### config.mk
export PLATFORM = sky130hd
export DESIGN_NAME = mem_arbiter
export DESIGN_NICKNAME = d
export VERILOG_FILES = /design/src/rtl/mem_arbiter.sv
export SDC_FILE = /design/constraint.sdc
export NUM_CORES = 1
export LEC_CHECK = 0
export CAP_MARGIN = 20
export CORE_AREA = 2 2 144 146
export CTS_CLUSTER_DIAMETER = 40
export CTS_CLUSTER_SIZE = 14
export DETAILED_ROUTE_END_ITERATION = 10
export DIE_AREA = 0 0 146 148
export SLEW_MARGIN = 20
export SYNTH_ARGS = -nofsm -noshare
export SYNTH_HDL_FRONTEND = slang
export SYNTH_SLANG_ARGS = --single-unit
### constraint.sdc
create_clock -name clk -period 5.1 [get_ports clk]
set_input_delay 0.765 -clock clk [delete_from_list [all_inputs] [get_ports clk]]
set_output_delay 0.765 -clock clk [all_outputs]
set_load 0.02 [all_outputs]
### src/rtl/mem_arbiter.sv
// Two-port round-robin arbiter with atomic lock in front of a single-port
// read-first block RAM with a 1-cycle registered read.
module mem_arbiter #(
    parameter int unsigned MEM_DEPTH = 262144,
    parameter int unsigned CNT_W     = 32
) (
    input  logic             clk,
    input  logic             rstn,
    input  logic             p0_valid,
    output logic             p0_ready,
    input  logic             p0_we,
    input  logic             p0_lock,
    input  logic [31:0]      p0_addr,
    input  logic [31:0]      p0_wdata,
    output logic             p0_rvalid,
    output logic [31:0]      p0_rdata,
    output logic             p0_err,
    input  logic             p1_valid,
    output logic             p1_ready,
    input  logic             p1_we,
    input  logic             p1_lock,
    input  logic [31:0]      p1_addr,
    input  logic [31:0]      p1_wdata,
    output logic             p1_rvalid,
    output logic [31:0]      p1_rdata,
    output logic             p1_err,
    output logic             mem_we,
    output logic [31:0]      mem_addr,
    output logic [31:0]      mem_wdata,
    input  logic [31:0]      mem_rdata,
    output logic [CNT_W-1:0] p0_grants,
    output logic [CNT_W-1:0] p1_grants
);

    localparam int unsigned AW = 32;
    localparam int unsigned DW = 32;
    localparam logic [AW-1:0] DEPTH_L = AW'(MEM_DEPTH);

    typedef enum logic [1:0] {
        ST_IDLE  = 2'd0,
        ST_LOCK0 = 2'd1,
        ST_LOCK1 = 2'd2
    } state_e;

    state_e           state_q, state_d;
    logic             rr_q, rr_d;            // 0: port 0 wins a tie, 1: port 1 wins
    logic             p0_rvalid_q, p0_rvalid_d;
    logic             p1_rvalid_q, p1_rvalid_d;
    logic             p0_err_q, p0_err_d;
    logic             p1_err_q, p1_err_d;
    logic [CNT_W-1:0] p0_grants_q, p0_grants_d;
    logic [CNT_W-1:0] p1_grants_q, p1_grants_d;

    logic             gnt0_c, gnt1_c;
    logic             sel_we_c;
    logic [AW-1:0]    sel_addr_c;
    logic [DW-1:0]    sel_wdata_c;
    logic             in_range_c;

    // FSM state register
    always_ff @(posedge clk) begin
        if (!rstn) begin
            state_q <= ST_IDLE;
        end else begin
            state_q <= state_d;
        end
    end

    // FSM next state: a locked accept holds the grant, an unlocked one releases it
    always_comb begin
        state_d = state_q;
        if (gnt0_c) begin
            state_d = p0_lock ? ST_LOCK0 : ST_IDLE;
        end else if (gnt1_c) begin
            state_d = p1_lock ? ST_LOCK1 : ST_IDLE;
        end
    end

    // FSM outputs: grant decision; nothing is granted while reset is asserted
    always_comb begin
        gnt0_c = 1'b0;
        gnt1_c = 1'b0;
        if (rstn) begin
            case (state_q)
                ST_IDLE: begin
                    gnt0_c = p0_valid & (~p1_valid | ~rr_q);
                    gnt1_c = p1_valid & (~p0_valid | rr_q);
                end
                ST_LOCK0: gnt0_c = p0_valid;
                ST_LOCK1: gnt1_c = p1_valid;
                default: begin
                    gnt0_c = 1'b0;
                    gnt1_c = 1'b0;
                end
            endcase
        end
    end

    // Mux the granted request onto the RAM port
    always_comb begin
        sel_we_c    = 1'b0;
        sel_addr_c  = '0;
        sel_wdata_c = '0;
        if (gnt0_c) begin
            sel_we_c    = p0_we;
            sel_addr_c  = p0_addr;
            sel_wdata_c = p0_wdata;
        end else if (gnt1_c) begin
            sel_we_c    = p1_we;
            sel_addr_c  = p1_addr;
            sel_wdata_c = p1_wdata;
        end
    end

    assign in_range_c = (sel_addr_c < DEPTH_L);
    assign mem_we     = sel_we_c & in_range_c;
    assign mem_addr   = sel_addr_c;
    assign mem_wdata  = sel_wdata_c;
    assign p0_ready   = gnt0_c;
    assign p1_ready   = gnt1_c;

    // Pointer, response tags and grant counters for the next cycle
    always_comb begin
        rr_d        = rr_q;
        if (gnt0_c) begin
            rr_d = 1'b1;
        end else if (gnt1_c) begin
            rr_d = 1'b0;
        end
        p0_rvalid_d = gnt0_c;
        p1_rvalid_d = gnt1_c;
        p0_err_d    = gnt0_c & ~in_range_c;
        p1_err_d    = gnt1_c & ~in_range_c;
        p0_grants_d = p0_grants_q + CNT_W'(gnt0_c);
        p1_grants_d = p1_grants_q + CNT_W'(gnt1_c);
    end

    // Datapath registers
    always_ff @(posedge clk) begin
        if (!rstn) begin
            rr_q        <= 1'b0;
            p0_rvalid_q <= 1'b0;
            p1_rvalid_q <= 1'b0;
            p0_err_q    <= 1'b0;
            p1_err_q    <= 1'b0;
            p0_grants_q <= '0;
            p1_grants_q <= '0;
        end else begin
            rr_q        <= rr_d;
            p0_rvalid_q <= p0_rvalid_d;
            p1_rvalid_q <= p1_rvalid_d;
            p0_err_q    <= p0_err_d;
            p1_err_q    <= p1_err_d;
            p0_grants_q <= p0_grants_d;
            p1_grants_q <= p1_grants_d;
        end
    end

    // Responses are squashed while reset is held so a pending one is discarded
    assign p0_rvalid = p0_rvalid_q & rstn;
    assign p1_rvalid = p1_rvalid_q & rstn;
    assign p0_err    = p0_err_q & rstn;
    assign p1_err    = p1_err_q & rstn;
    assign p0_rdata  = (p0_rvalid_q & ~p0_err_q & rstn) ? mem_rdata : '0;
    assign p1_rdata  = (p1_rvalid_q & ~p1_err_q & rstn) ? mem_rdata : '0;
    assign p0_grants = p0_grants_q;
    assign p1_grants = p1_grants_q;

endmodule

# Yosys cells after proc, flatten, opt, wreduce, memory -nomap -nowiden
# Cells that the tools add are included.
[totals] elab_cells=54 ff_bits=71 inputBits=168
[classes] magnitude_cmp=1 n_reduce_logical=2 mux=18 add_sub_neg=2 eq_ne=2 bitwise_logic=21
[ops] operator="32-bit 2-to-1 mux" count=6
[ops] operator="32-bit by 1-bit adder with 32-bit output" count=2
[ops] operator="32-bit by 19-bit < comparator with 1-bit output (second input constant)" count=1
[ops] operator="1-bit AND" count=13
[ops] operator="1-bit 2-to-1 mux" count=7
[ops] operator="2-bit 2-to-1 mux" count=3
[ops] operator="1-bit inverter" count=6
[ops] operator="1-bit one-hot mux with 2 select lines" count=2
[ops] operator="2-bit by 1-bit == test with 1-bit output (second input constant)" count=1
[ops] operator="2-bit == test (second input constant)" count=1
[ops] operator="2-bit logical NOT" count=1
[ops] operator="1-bit bitwise OR" count=2
[ops] operator="2-bit nonzero test" count=1

# Depth between registers and ports, before layout
# Gate-level depths: netlist of the first run.
[logic_depth] depth_word=10 ltp_mapped=10 ltp_nobuf=8

# Worst setup path after synthesis of the first run
# No wires, ideal clock.
[synth_path] path_kind="input to register" from="input port p1_valid" to="register p0_grants_q[30], in the netlist p0_grants[30]" setup_slack_ps=1547 setup_ps=71 cell_stages=10 arrival_time_ps=3482 path_cell_list="nor2b_1 -> a211oi_1 -> clkbuf_1 -> ha_1 -> ha_1 -> and4_1 -> clkbuf_1 -> nand3_1 -> or4_1 -> a21oi_1"
[synth_between] elab_chain_len=6
[synth_rtl] item="start, declared" line="18" text="input logic p1_valid,"
[synth_rtl] item="1-bit inverter" line="86" text="gnt0_c = p0_valid & (~p1_valid | ~rr_q);"
[synth_rtl] item="1-bit bitwise OR" line="86"
[synth_rtl] item="1-bit AND" line="86"
[synth_rtl] item="1-bit one-hot mux with 2 select lines" line="84" text="case (state_q)"
[synth_rtl] item="1-bit 2-to-1 mux" line="83" text="if (rstn) begin"
[synth_rtl] item="net p0_ready" line="10" text="output logic p0_ready,"
[synth_rtl] item="32-bit by 1-bit adder with 32-bit output" line="134" text="p0_grants_d = p0_grants_q + CNT_W'(gnt0_c);"
[synth_rtl] item="end signal, assigned" line="154" text="p0_grants_q <= p0_grants_d;"
[synth_rtl] item="end, declared" line="51" text="logic [CNT_W-1:0] p0_grants_q, p0_grants_d;"
# The timed path passes the listed nets, and every way through them passes these cells.
# A chain may end at the register's enable or synchronous reset.

# Final worst setup path of the first run
[layout_path] from="input port p1_valid" to="output port mem_addr[20]"
[layout_between] elab_chain_len=6
[layout_rtl] item="1-bit inverter" line="86"
[layout_rtl] item="1-bit bitwise OR" line="86"
[layout_rtl] item="1-bit AND" line="86"
[layout_rtl] item="1-bit one-hot mux with 2 select lines" line="84"
[layout_rtl] item="1-bit 2-to-1 mux" line="83"
[layout_rtl] item="32-bit 2-to-1 mux *" line="104" text="if (gnt0_c) begin"
[layout_rtl] item="end, declared" line="28" text="output logic [31:0] mem_addr,"
# Mark *: on every way between the ends. The rest lies on a longest branch, timed or not.

==> metrics.md, run 1 <==
| Metric | Value |
|---|---|
| CTS H-tree lvls | 3 |
| Clk sinks | 71 |
| Clock Tree Buf Depth | 2 |
| Peak Freq | 241 MHz |
| Setup_tns | 0 ns |
| GRT Residual Overflow | 0 |
| Worst-path clk slew | 0.06 ns |
| TritonRoute pass-1 iters | 4 |
| Startpoint Class | primary input |
| Worst Skew | about 0.007 ns |
| DP Wirelength | 18,800 um |
| Post-synth ARST share | 0 |
| Yosys reg bits | ~70 |
| CTS root buf | clkbuf_16 |
| Port-buffer cells | 366 |
| Commonest cells post-synth | 73 x and2_1, 71 x dfxtp_1, 64 x a22o_1 |
| Die Wd | 146 um |
| Largest family of logic cells by synthesized area | simple AND/OR/NAND/NOR gates |
| Area of the multi-input gates | 2710 um2 |
| Wire length per cell | 20.3 um |
| Slowest stage delay, CP | between 0.6 and 0.7 ns |
| Initial antenna violation count | 12 |
| EDFF count, synth | 0 |
| Mapped Area | 4290 um2 |
| Final setup violation count | 0 |
| Synth area leader | dfxtp_1 |
| Sequential share of power | 0.343 |
| Post-synthesis mux area share | 0 |
| Starting Density | 0.214 |
| Fin. Hold Viols | 0 |
| CTS tree | done |
| Compound-Gate Fraction of Synth Area | 0.243 |
| Pleak | 2.91 nW |
| Fin crit share | 0.814 |
| Drc violations | 0 |
| Synth Instances | between 500 and 600 |
| 1st-iter DRT viols | 235 |
| Mapped Nets | 692 |
| P_int | 1.20 mW |
| Max cap viols | 0 |
| Number of global-route vias before repair | 5,222 |
| Most numerous cell in the Yosys netlist | and2_1 |
| Crit Path Category | in -> out |
| Hold Path Class | reg -> reg |
| XOR/XNOR Fraction of Synth Area | 0.0511 |
| Tightest Pin Transition | roughly 0.72 ns |
| Sequential fraction of the synthesis area | 0.332 |
| Minimum clock period | around 4.2 ns |
| Vias post-DR | 5,522 |
| Pin count of the biggest net entering global routing | 64 |
| CTS hold repair buffers | 0 |
| GPL Wtd Cong | 0.848 |
| Yosys warnings | 0 |
| Worst setup EP type | primary output |
| Die area | 21,600 um2 |
| Switching Share | 0.274 |
| Total wire length | between 20,000 and 25,000 um |
| Post-synth top flop | dfxtp_1 |
| Pwr/cell area | a little under 200 nW/um2 |
| Worst Path Required | roughly 4.3 ns |
| Total Routing Usage GR | 0.205 |
| Crit path DAT | ~3.4 ns |
| Util after Layout | 0.426 |
| Cell Rows | 52 |
| CP Max Fanout | 21 |
| Die Y | approximately 150 um |
| Clock power frac | 0.400 |
| IO Pins | 367 |
| Synth top area cells | dfxtp_1 33%, a22o_1 13%, and2_1 11% |
| Unique cell type count in the Yosys netlist | 33 |
| Worst path most repeated cell | clkdlybuf4s50_1 |
| Vias/cell | 4.83 |
| Area growth, synth to finish | 98.9% |
| Critical Path, Cell by Cell | clkdlybuf4s50_1 > nor2b_1 > o211a_2 > buf_4 > a22o_1 > clkdlybuf4s50_1 |
| Peak VDD IR | 123 uV |
| RSZ-0062 raised after global routing | no |
| Cell family with most CP delay | buffers and inverters |
| Setup Buffers After CTS | 0 |
| Core area | 20,000 um2 |
| Nets | between 1,000 and 1,500 |
| Synth Area in Simple Gates | 0.323 |
| Num CTS Buffers | 9 |
| Rel. slew slack | 0.518 |
| Final ANT Viol Nets | 0 |
| Adder-cell share of the synthesized area | 0.0117 |
| Slowest CP cell | o211a_2 |
| Seq. cell area | ~1400 um2 |
| Yosys top cell area share | 0.332 |
| Worst-skew pair later-pin latency | 0.34 ns |
| Outcome | finished clean |
| Psw | 451 uW |
| CP Buf/Inv Count | 3 |
| CTS resizes | 0 |
| Share of cells above drive strength 1 | 0.0310 |
| Combinational power share | 0.258 |
| Fill count | between 2,000 and 2,500 |
| Syn avg cell area | just over 8 um2 |
| First-pass GRT wire length | 33,300 um |
| Pins Over Slew Limit | 0 |
[through the flow]
stage | hold WS [ns] | total power [mW] | cells | area, um2 | setup WS (ns)
after floorplan | 0.472 | 0.729 | 520 | 4290 | 1.55
after global placement | 0.465 | 1.00 | 1125 | 8210 | 0.975
after detailed placement | 0.472 | 1.00 | 1125 | 8210 | 0.966
after CTS | 0.480 | 1.67 | 1141 | 8520 | 0.961
after global routing | 0.517 | 1.71 | 1141 | 8520 | 0.793
final | 0.476 | 1.65 | 1144 | 8530 | 0.947
[worst paths after layout]
kind	from	endpoint	slack, ns	depth (start not counted)
setup / recovery	p1_valid	mem_addr[20]	0.95	6
hold / removal	p1_grants[31]$_SDFF_PN0_	p1_grants[31]$_SDFF_PN0_	0.48	2
setup reg to reg	state_q[0]$_SDFFE_PN0P_	p1_grants[28]$_SDFF_PN0_	1.87	8
hold reg to reg	p1_grants[31]$_SDFF_PN0_	p1_grants[31]$_SDFF_PN0_	0.48	2
[power groups by stage]
stage,registers [mW],logic (mW),clock network [mW]
finish,0.565,0.425,0.659
global route,0.565,0.448,0.702
CTS,0.565,0.428,0.680
detailed placement,0.577,0.424,0
global placement,0.577,0.427,0
floorplan,0.577,0.152,0
[worst min-delay path, delay by kind of cell, from the launching register on]
family         cells  cell delay, ns
AO/OA/AOI/OAI      2            0.11
flip-flops         1            0.31
[layout make-up]
type,count,area share
Clock inverter,6,0.00822
Tap cell,270,0.0396
Inverter,4,0.00176
Sequential cell,71,0.167
Antenna cell,3,0.000880
Multi-Input combinational cell,407,0.318
Timing Repair Buffer,373,0.437
Clock buffer,10,0.0280
[sequential cells by signal, indices dropped and copies added, names as in the netlist]
signal       cells
p1_rvalid_q      1
p1_grants       32
p0_rvalid_q      1
p0_grants       32
state_q          2
p1_err_q         1
p0_err_q         1
rr_q             1
[logic make-up (layout without fill, tap and decap cells)]
group | Yosys count | count (layout)
and+or+nand+nor | 234 | 234
AOI/OAI and AO/OA | 144 | 144
DFF | 71 | 71
buffers and inverters | 42 | 393
xor gates and xnor gates | 25 | 25
adders and majority gates | 4 | 4
other | 0 | 3
[placed cells by master, fill, tap and decap left out, drive strengths merged, types with 18 or more instances in the layout]
master         instances
o31ai                 18
nand3                 22
dfxtp                 71
a22o                  64
nor2                  27
nand4                 24
a21oi                 36
or4                   23
and2                  73
nand2                 19
clkdlybuf4s50        366
[routing by layer]
metal  up-vias  share of wire  track usage
met2       250           0.43        0.306
met1      2561           0.45        0.276
met5         -         0.0040            0
met3        31           0.11       0.0901
li1       2664              -            -
met4        16         0.0088       0.0359
No activity file was read; power rests on OpenSTA's default activity.
==> run 2: changes to the inputs <==
clock period = 3.8 ns   (was 5.1 ns; I/O delays follow)
==> run 2 against run 1 <==
Against the previous run: non-clock buffer count is 3 higher; worst setup slack got worse by 0.58 ns; combinational power is 35% higher; clock-buffer cell count unchanged; via count is 1.0% lower; total power is 34% higher; clock power is 34% higher; sequential power is 34% higher; sequential share of layout area decreased by 0.11 points; critical path depth is 1 higher; first-iteration DRC count up 11%; largest cell class unchanged.
==> metrics.md, run 2 (synthesis results as in run 1) <==
| Metric | Value |
|---|---|
| Outcome | finished clean |
| CTS root buf | clkbuf_16 |
| Leading cell type in the layout, fill and taps excluded | clkdlybuf4s50_1 |
| Crit path to | mem_we |
| Psw | 604 uW (+34%) |
| Pin count of the biggest net entering global routing | 64 (unchanged) |
| RSZ-0062 raised after global routing | no |
| TritonRoute pass-1 iters | 6 (+2) |
| Worst-skew pair later-pin latency | 0.34 ns (about the same) |
| Hold Crit Start | p1_grants[31]$_SDFF_PN0_ |
| Crit path DAT | 2.87 ns (-0.52 ns) |
| Hold WS | 0.476 ns (+0.000248 ns) |
| Worst Setup SP | rstn |
| Peak VDD IR | 180 uV (+47%) |
| Reg2reg setup slack | 0.96 ns (-0.91 ns) |
| IO Pins | 367 (unchanged) |
| Pwr/cell area | 258 nW/um2 (+34%) |
| Crit Path Category | in -> out |
| CP Buf/Inv Count | 4 (+1) |
| Worst setup EP type | primary output |
| Setup Buffers After CTS | 0 (unchanged) |
| Final setup violation count | 0 (unchanged) |
| Clock Tree Buf Depth | 2 (unchanged) |
| Final ANT Viol Nets | 0 (unchanged) |
| Total Routing Usage GR | 0.203 (-0.00194) |
| CTS tree | done |
| CP Max Fanout | 29 (+38%) |
| Reg2reg end | p1_grants[28]$_SDFF_PN0_ |
| Number of global-route vias before repair | 5,112 (-2.1%) |
| Rel. slew slack | 0.505 (-0.0134) |
| Worst Path Required | 3.23 ns (-1.11 ns) |
| Fill count | 2,031 (-1.4%) |
| Initial antenna violation count | 8 (-4) |
| Worst Reg-to-Reg Cells | 8 (unchanged) |
| P_int | 1.61 mW (+35%) |
| Worst path most repeated cell | clkdlybuf4s50_1 |
| Worst Skew | 0.00616 ns (-0.000831 ns) |
| Clk sinks | 71 (unchanged) |
| Fin crit share | 0.904 |
| Num CTS Buffers | 9 (unchanged) |
| Die Wd | 146 um (unchanged) |
| Setup_tns | 0 ns (unchanged) |
| Switching Share | 0.273 (-0.00121) |
| Startpoint Class | primary input |
| Total wire length | 22,900 um (-1.6%) |
| 1st-iter DRT viols | 261 (+11%) |
| Vias post-DR | 5,467 (-1.0%) |
| Area growth, synth to finish | 100% |
| Crit. path cell count | 7 (+1) |
| Worst-path clk slew | 0.06 ns (about the same) |
| GRT Residual Overflow | 0 (unchanged) |
| Starting Density | 0.214 (unchanged) |
| GPL Wtd Cong | 0.792 (-6.6%) |
| Sequential share of power | 0.341 (-0.002) |
| Pins Over Slew Limit | 0 (unchanged) |
| Share of cells above drive strength 1 | 0.0343 (+0.00333) |
| Max cap viols | 0 (unchanged) |
| Cell Rows | 52 (unchanged) |
| CTS resizes | 0 (unchanged) |
| Minimum clock period | 3.44 ns |
| DP Wirelength | 18,600 um (-1.1%) |
| Nets | 1,041 (+0.29%) |
| Slowest CP cell | clkdlybuf4s50_1 |
| Wire length per cell | 19.9 um (-2.2%) |
| Critical Path, Cell by Cell | clkdlybuf4s50_1 > inv_2 > a211oi_4 > buf_12 > a22oi_1 > nor3_1 > clkdlybuf4s50_1 |
| CTS hold repair buffers | 0 (unchanged) |
| Vias/cell | 4.75 (-1.6%) |
| Commonest non-fill, non-tap cells in the layout | 366 x clkdlybuf4s50_1, 73 x and2_1, 71 x dfxtp_1, 64 x a22o_1, 36 x a21oi_1 |
| Die Y | 148 um (unchanged) |
| Slowest stage delay, CP | 0.69 ns (+0.06 ns) |
| Fin. Hold Viols | 0 (unchanged) |
| First-pass GRT wire length | 32,700 um (-1.9%) |
| Port-buffer cells | 366 (unchanged) |
| Clock power frac | 0.400 (about the same) |
| Combinational power share | 0.259 (about the same) |
| Tightest Pin Transition | 0.743 ns (+0.0201 ns) |
| Cell family with most CP delay | buffers and inverters |
| Die area | 21,600 um2 (unchanged) |
| Core area | 20,000 um2 (unchanged) |
| Reg-to-Reg Start | state_q[1]$_SDFFE_PN0P_ |
| Pleak | 2.94 nW (+0.92%) |
| Hold Path Class | reg -> reg |
| Peak Freq | 291 MHz |
| CTS H-tree lvls | 3 (unchanged) |
| Drc violations | 0 (unchanged) |
-- run 2: cell types whose count changed in the layout (fill, tap and decap cells not counted) --
cell	delta
buf_4	+1
clkinvlp_4	-1
clkinv_4	-2
clkinv_2	+1
buf_12	+2
inv_6	+2
diode_2	+4
-- run 2: worst min-delay path: stages, from the launching register on --
cell,delay [ns]
dfxtp_1,0.32
o31ai_1,0.06
a21oi_1,0.05
-- run 2: power by group through the flow --
stage / Sequential, mW / Clock [mW] / Combinational, mW
final: 0.756 / 0.886 / 0.575
after floorplan: 0.774 / 0 / 0.204
after detailed placement: 0.773 / 0 / 0.575
after global routing: 0.757 / 0.944 / 0.606
after global placement: 0.773 / 0 / 0.578
after CTS: 0.756 / 0.908 / 0.579
-- run 2: final cells by class --
| cell class | instances | area (um2) | area share |
|---|---|---|---|
| diodes | 7 | 17.5 | 0.00204 |
| multi-input cells | 407 | 2710 | 0.316 |
| well taps | 270 | 338 | 0.0394 |
| flip-flops and latches | 71 | 1420 | 0.166 |
| clock buffers | 10 | 239 | 0.0278 |
| inverters | 4 | 15.0 | 0.00175 |
| repair buffers | 376 | 3780 | 0.440 |
| clock inverters | 6 | 67.6 | 0.00787 |
-- run 2: per-stage QoR --
step / power, mW / utilization / setup WS [ns] / area, um2 / cells
after floorplan: 0.978 / - / 0.442 / 4290 / 520
after global placement: 1.35 / 0.412 / 0.256 / 8260 / 1128
after detailed placement: 1.35 / 0.412 / 0.206 / 8260 / 1128
after CTS: 2.24 / 0.427 / 0.324 / 8570 / 1144
after global routing: 2.31 / 0.427 / 0.218 / 8570 / 1144
final: 2.22 / 0.428 / 0.364 / 8580 / 1151
-- run 2: worst min path at each step --
| stage | end | slack [ns] | cells past startpoint |
|---|---|---|---|
| floorplan | rr_q$_SDFFE_PN0P_ | 0.47 | 2 |
| global placement | p1_grants[31]$_SDFF_PN0_ | 0.46 | 2 |
| detailed placement | p1_grants[31]$_SDFF_PN0_ | 0.47 | 2 |
| CTS | p1_grants[31]$_SDFF_PN0_ | 0.48 | 2 |
| global route | p1_grants[31]$_SDFF_PN0_ | 0.52 | 2 |
| finish | p1_grants[31]$_SDFF_PN0_ | 0.48 | 2 |
-- run 2: routing by layer --
metal  routed length, um  up-vias  GRT usage
met5                  34        -          0
met4                 148        4     0.0335
met3                2580       14     0.0920
met2                9730      249      0.297
met1               10400     2530      0.277
li1                    -     2670          -
==> edit (settings of run 1) <==
Set the parameter `CNT_W` to 48 (it was 32).
--- a/src/rtl/mem_arbiter.sv
+++ b/src/rtl/mem_arbiter.sv
@@ -2,7 +2,7 @@
 // read-first block RAM with a 1-cycle registered read.
 module mem_arbiter #(
     parameter int unsigned MEM_DEPTH = 262144,
-    parameter int unsigned CNT_W     = 32
+    parameter int unsigned CNT_W     = 48
 ) (
     input  logic             clk,
     input  logic             rstn,
Ports: changed (resized p0_grants and p1_grants); port bits go from 367 to 399. No check against the original RTL was run, so the function may have changed too.
==> edit against run 1 <==
  * Clock power up 3.9%
  * Sequential cell count increased by 32
  * Utilization up 8.8 points
  * Setup slack worse by 0.13 ns
  * Synthesized area up 35%
  * Power is 17% higher
  * Cell area is 21% higher
  * Via count increased by 22%
  * Wire length rose by 7.5%
  * Highest routed layer is now met4
==> edit: results (changes against run 1) <==
Placed design
  • GP Congestion: 0.843 (was 0.848)
  • Dpl ws: 0.838 ns (was 0.966 ns)
  • PortBufs: 398 (was 366)
  • Post-DP Area: 10000 um^2 (was 8210 um^2)
  • Post-DP HPWL: 19.6 mm (was 18.8 mm)

Pwr
  • P_leak: 3.52 nW (was 2.91 nW)
  • Max VDD drop: 0.000171 V (was 0.000123 V)

STA
  • Worst slew pin tran: 0.981 ns (was 0.723 ns)
  • Skew final: 0.00850 ns (was 0.00699 ns)

CTS
  • Clock transition at path regs: 0.06 ns (about the same)
  • Root buf cell: clkbuf_16 (unchanged)
  • Worst skew pair latency: 0.34 ns (about the same)
  • Post-CTS setup buffers: 0 (unchanged)
  • H-tree Lvls: 3 (unchanged)
  • Post-CTS sizing: 0 (unchanged)
  • TritonCTS Buffers: 9 (unchanged)
  • CTS Buffer Depth: 2 (unchanged)

Route
  • Pre-Repair DR Iteration Count: 5 (was 4)
  • Initial DRC Count: 272 (was 235)
  • Final wirelength: 25.0 mm (was 23.2 mm)
  • Via count: 6,749 (was 5,522)

Global routing
  • Vias in the first global route: 6,449 (was 5,222)
  • Initial antenna violation count: 2 (was 12)
  • Largest net degree at the start of global routing: 90 (was 64)
  • First-pass GRT wire length: 37.5 mm (was 33.3 mm)
  • Overall routing resource usage: 22.1% (was 20.5%)

Critical path
  • Family with the most delay on the worst path: buffers and inverters (unchanged)
  • CP arrival: 3.52 ns (was 3.39 ns)
  • CP peak stage delay: 0.65 ns (was 0.63 ns)
  • Origin of the worst setup path: p1_valid (unchanged)
  • Worst r2r src: state_q[1] (was state_q[0])
  • CP Max Fanout: 68 (was 21)
  • CP max stage cell: clkdlybuf4s50_1 (was o211a_2)

Yosys
  • Net count after synthesis: 873 (was 692)
  • Ys async rst share: 0% (unchanged)
  • Yosys cell types: 43 (was 33)
  • Sequential area share after synthesis: 35.6% (was 33.2%)
  • Top cells by count, synth: 103 x dfxtp_1, 75 x and2_1, 64 x a22o_1 (was 73 x and2_1, 71 x dfxtp_1, 64 x a22o_1)
  • Ys flop type: dfxtp_1 (unchanged)
  • YS warnings: 0 (unchanged)
  • Synth area leaders: dfxtp_1 36%, a22o_1 9.7%, and2_1 8.1% (was dfxtp_1 33%, a22o_1 13%, and2_1 11%)

Floorplan
  • CORE AREA: 20,000 um^2 (unchanged)

Finish
  • Total Nets Final: 1,248 (was 1,038)
  • Share of cells above drive strength 1: 3.24% (was 3.10%)

Worst hold path
  • Hold Crit Start: p1_grants[47] (was p1_grants[31])
  • Tightest Hold Check Type: reg -> reg (unchanged)

Status
  • Status: finished, final reports clean (unchanged)
## edit: cell types whose count changed after synthesis, sizes merged, moves of 10 or more
cell / run 1 / this run
nor4: 7 / 19
nand2: 19 / 41
dfxtp: 71 / 103
nand3: 22 / 32
xnor2: 8 / 29
nor3: 3 / 13
nor2: 27 / 62
## edit: metal layers
layer  up-vias  part of all wire (%)  track usage, %
li1       3304                     -               -
met1      3133                    39            25.6
met2       289                    52            40.2
met3        23                   7.2            5.37
met4         0                   1.8            6.89
met5         -                     0               0
## edit: worst paths after layout
path,to,slack (ns),depth (start not counted)
max,mem_we,0.82,7
min,p1_grants[47],0.49,2
max reg2reg,p0_grants[44],2.01,9
min reg2reg,p1_grants[47],0.49,2
## edit: final cells by class
type | count | area (um^2)
timing repair buffer | 405 | 4030
sequential | 103 | 2060
clock inverter | 3 | 42.5
fill | 2006 | 9740
antenna | 2 | 5.00
clock buffer | 13 | 250
tap | 270 | 338
multi-input combinational | 544 | 3520
inverter | 13 | 48.8
## edit: kinds of logic after synthesis
kind of cell / share of synthesized area (%)
xor+xnor: 8.02
compound gates: 18.2
flops: 35.6
mux: 0.519
buf+inv: 3.91
fa+ha+maj: 0.864
simple gates: 32.8
## edit: through the flow
| stage | total power [W] | std cells |
|---|---|---|
| finish | 0.00193 | 1353 |
| global route | 0.00201 | 1353 |
| CTS | 0.00195 | 1351 |
| detailed placement | 0.00126 | 1335 |
| global placement | 0.00126 | 1335 |
| floorplan | 0.000989 | 701 |
## edit: power by group
group | internal (W) | switching (W) | total [W] | leakage (nW)
combinational | 0.000242 | 0.000186 | 0.000428 | 2.55
clock | 0.000394 | 0.000291 | 0.000685 | 0.140
sequential | 0.000809 | 0.00000418 | 0.000813 | 0.831
## edit: worst min-delay path, stage by stage (launching register included)
cell and delay [ns]:
dfxtp_1 0.32, o31ai_1 0.06, a21oi_1 0.05
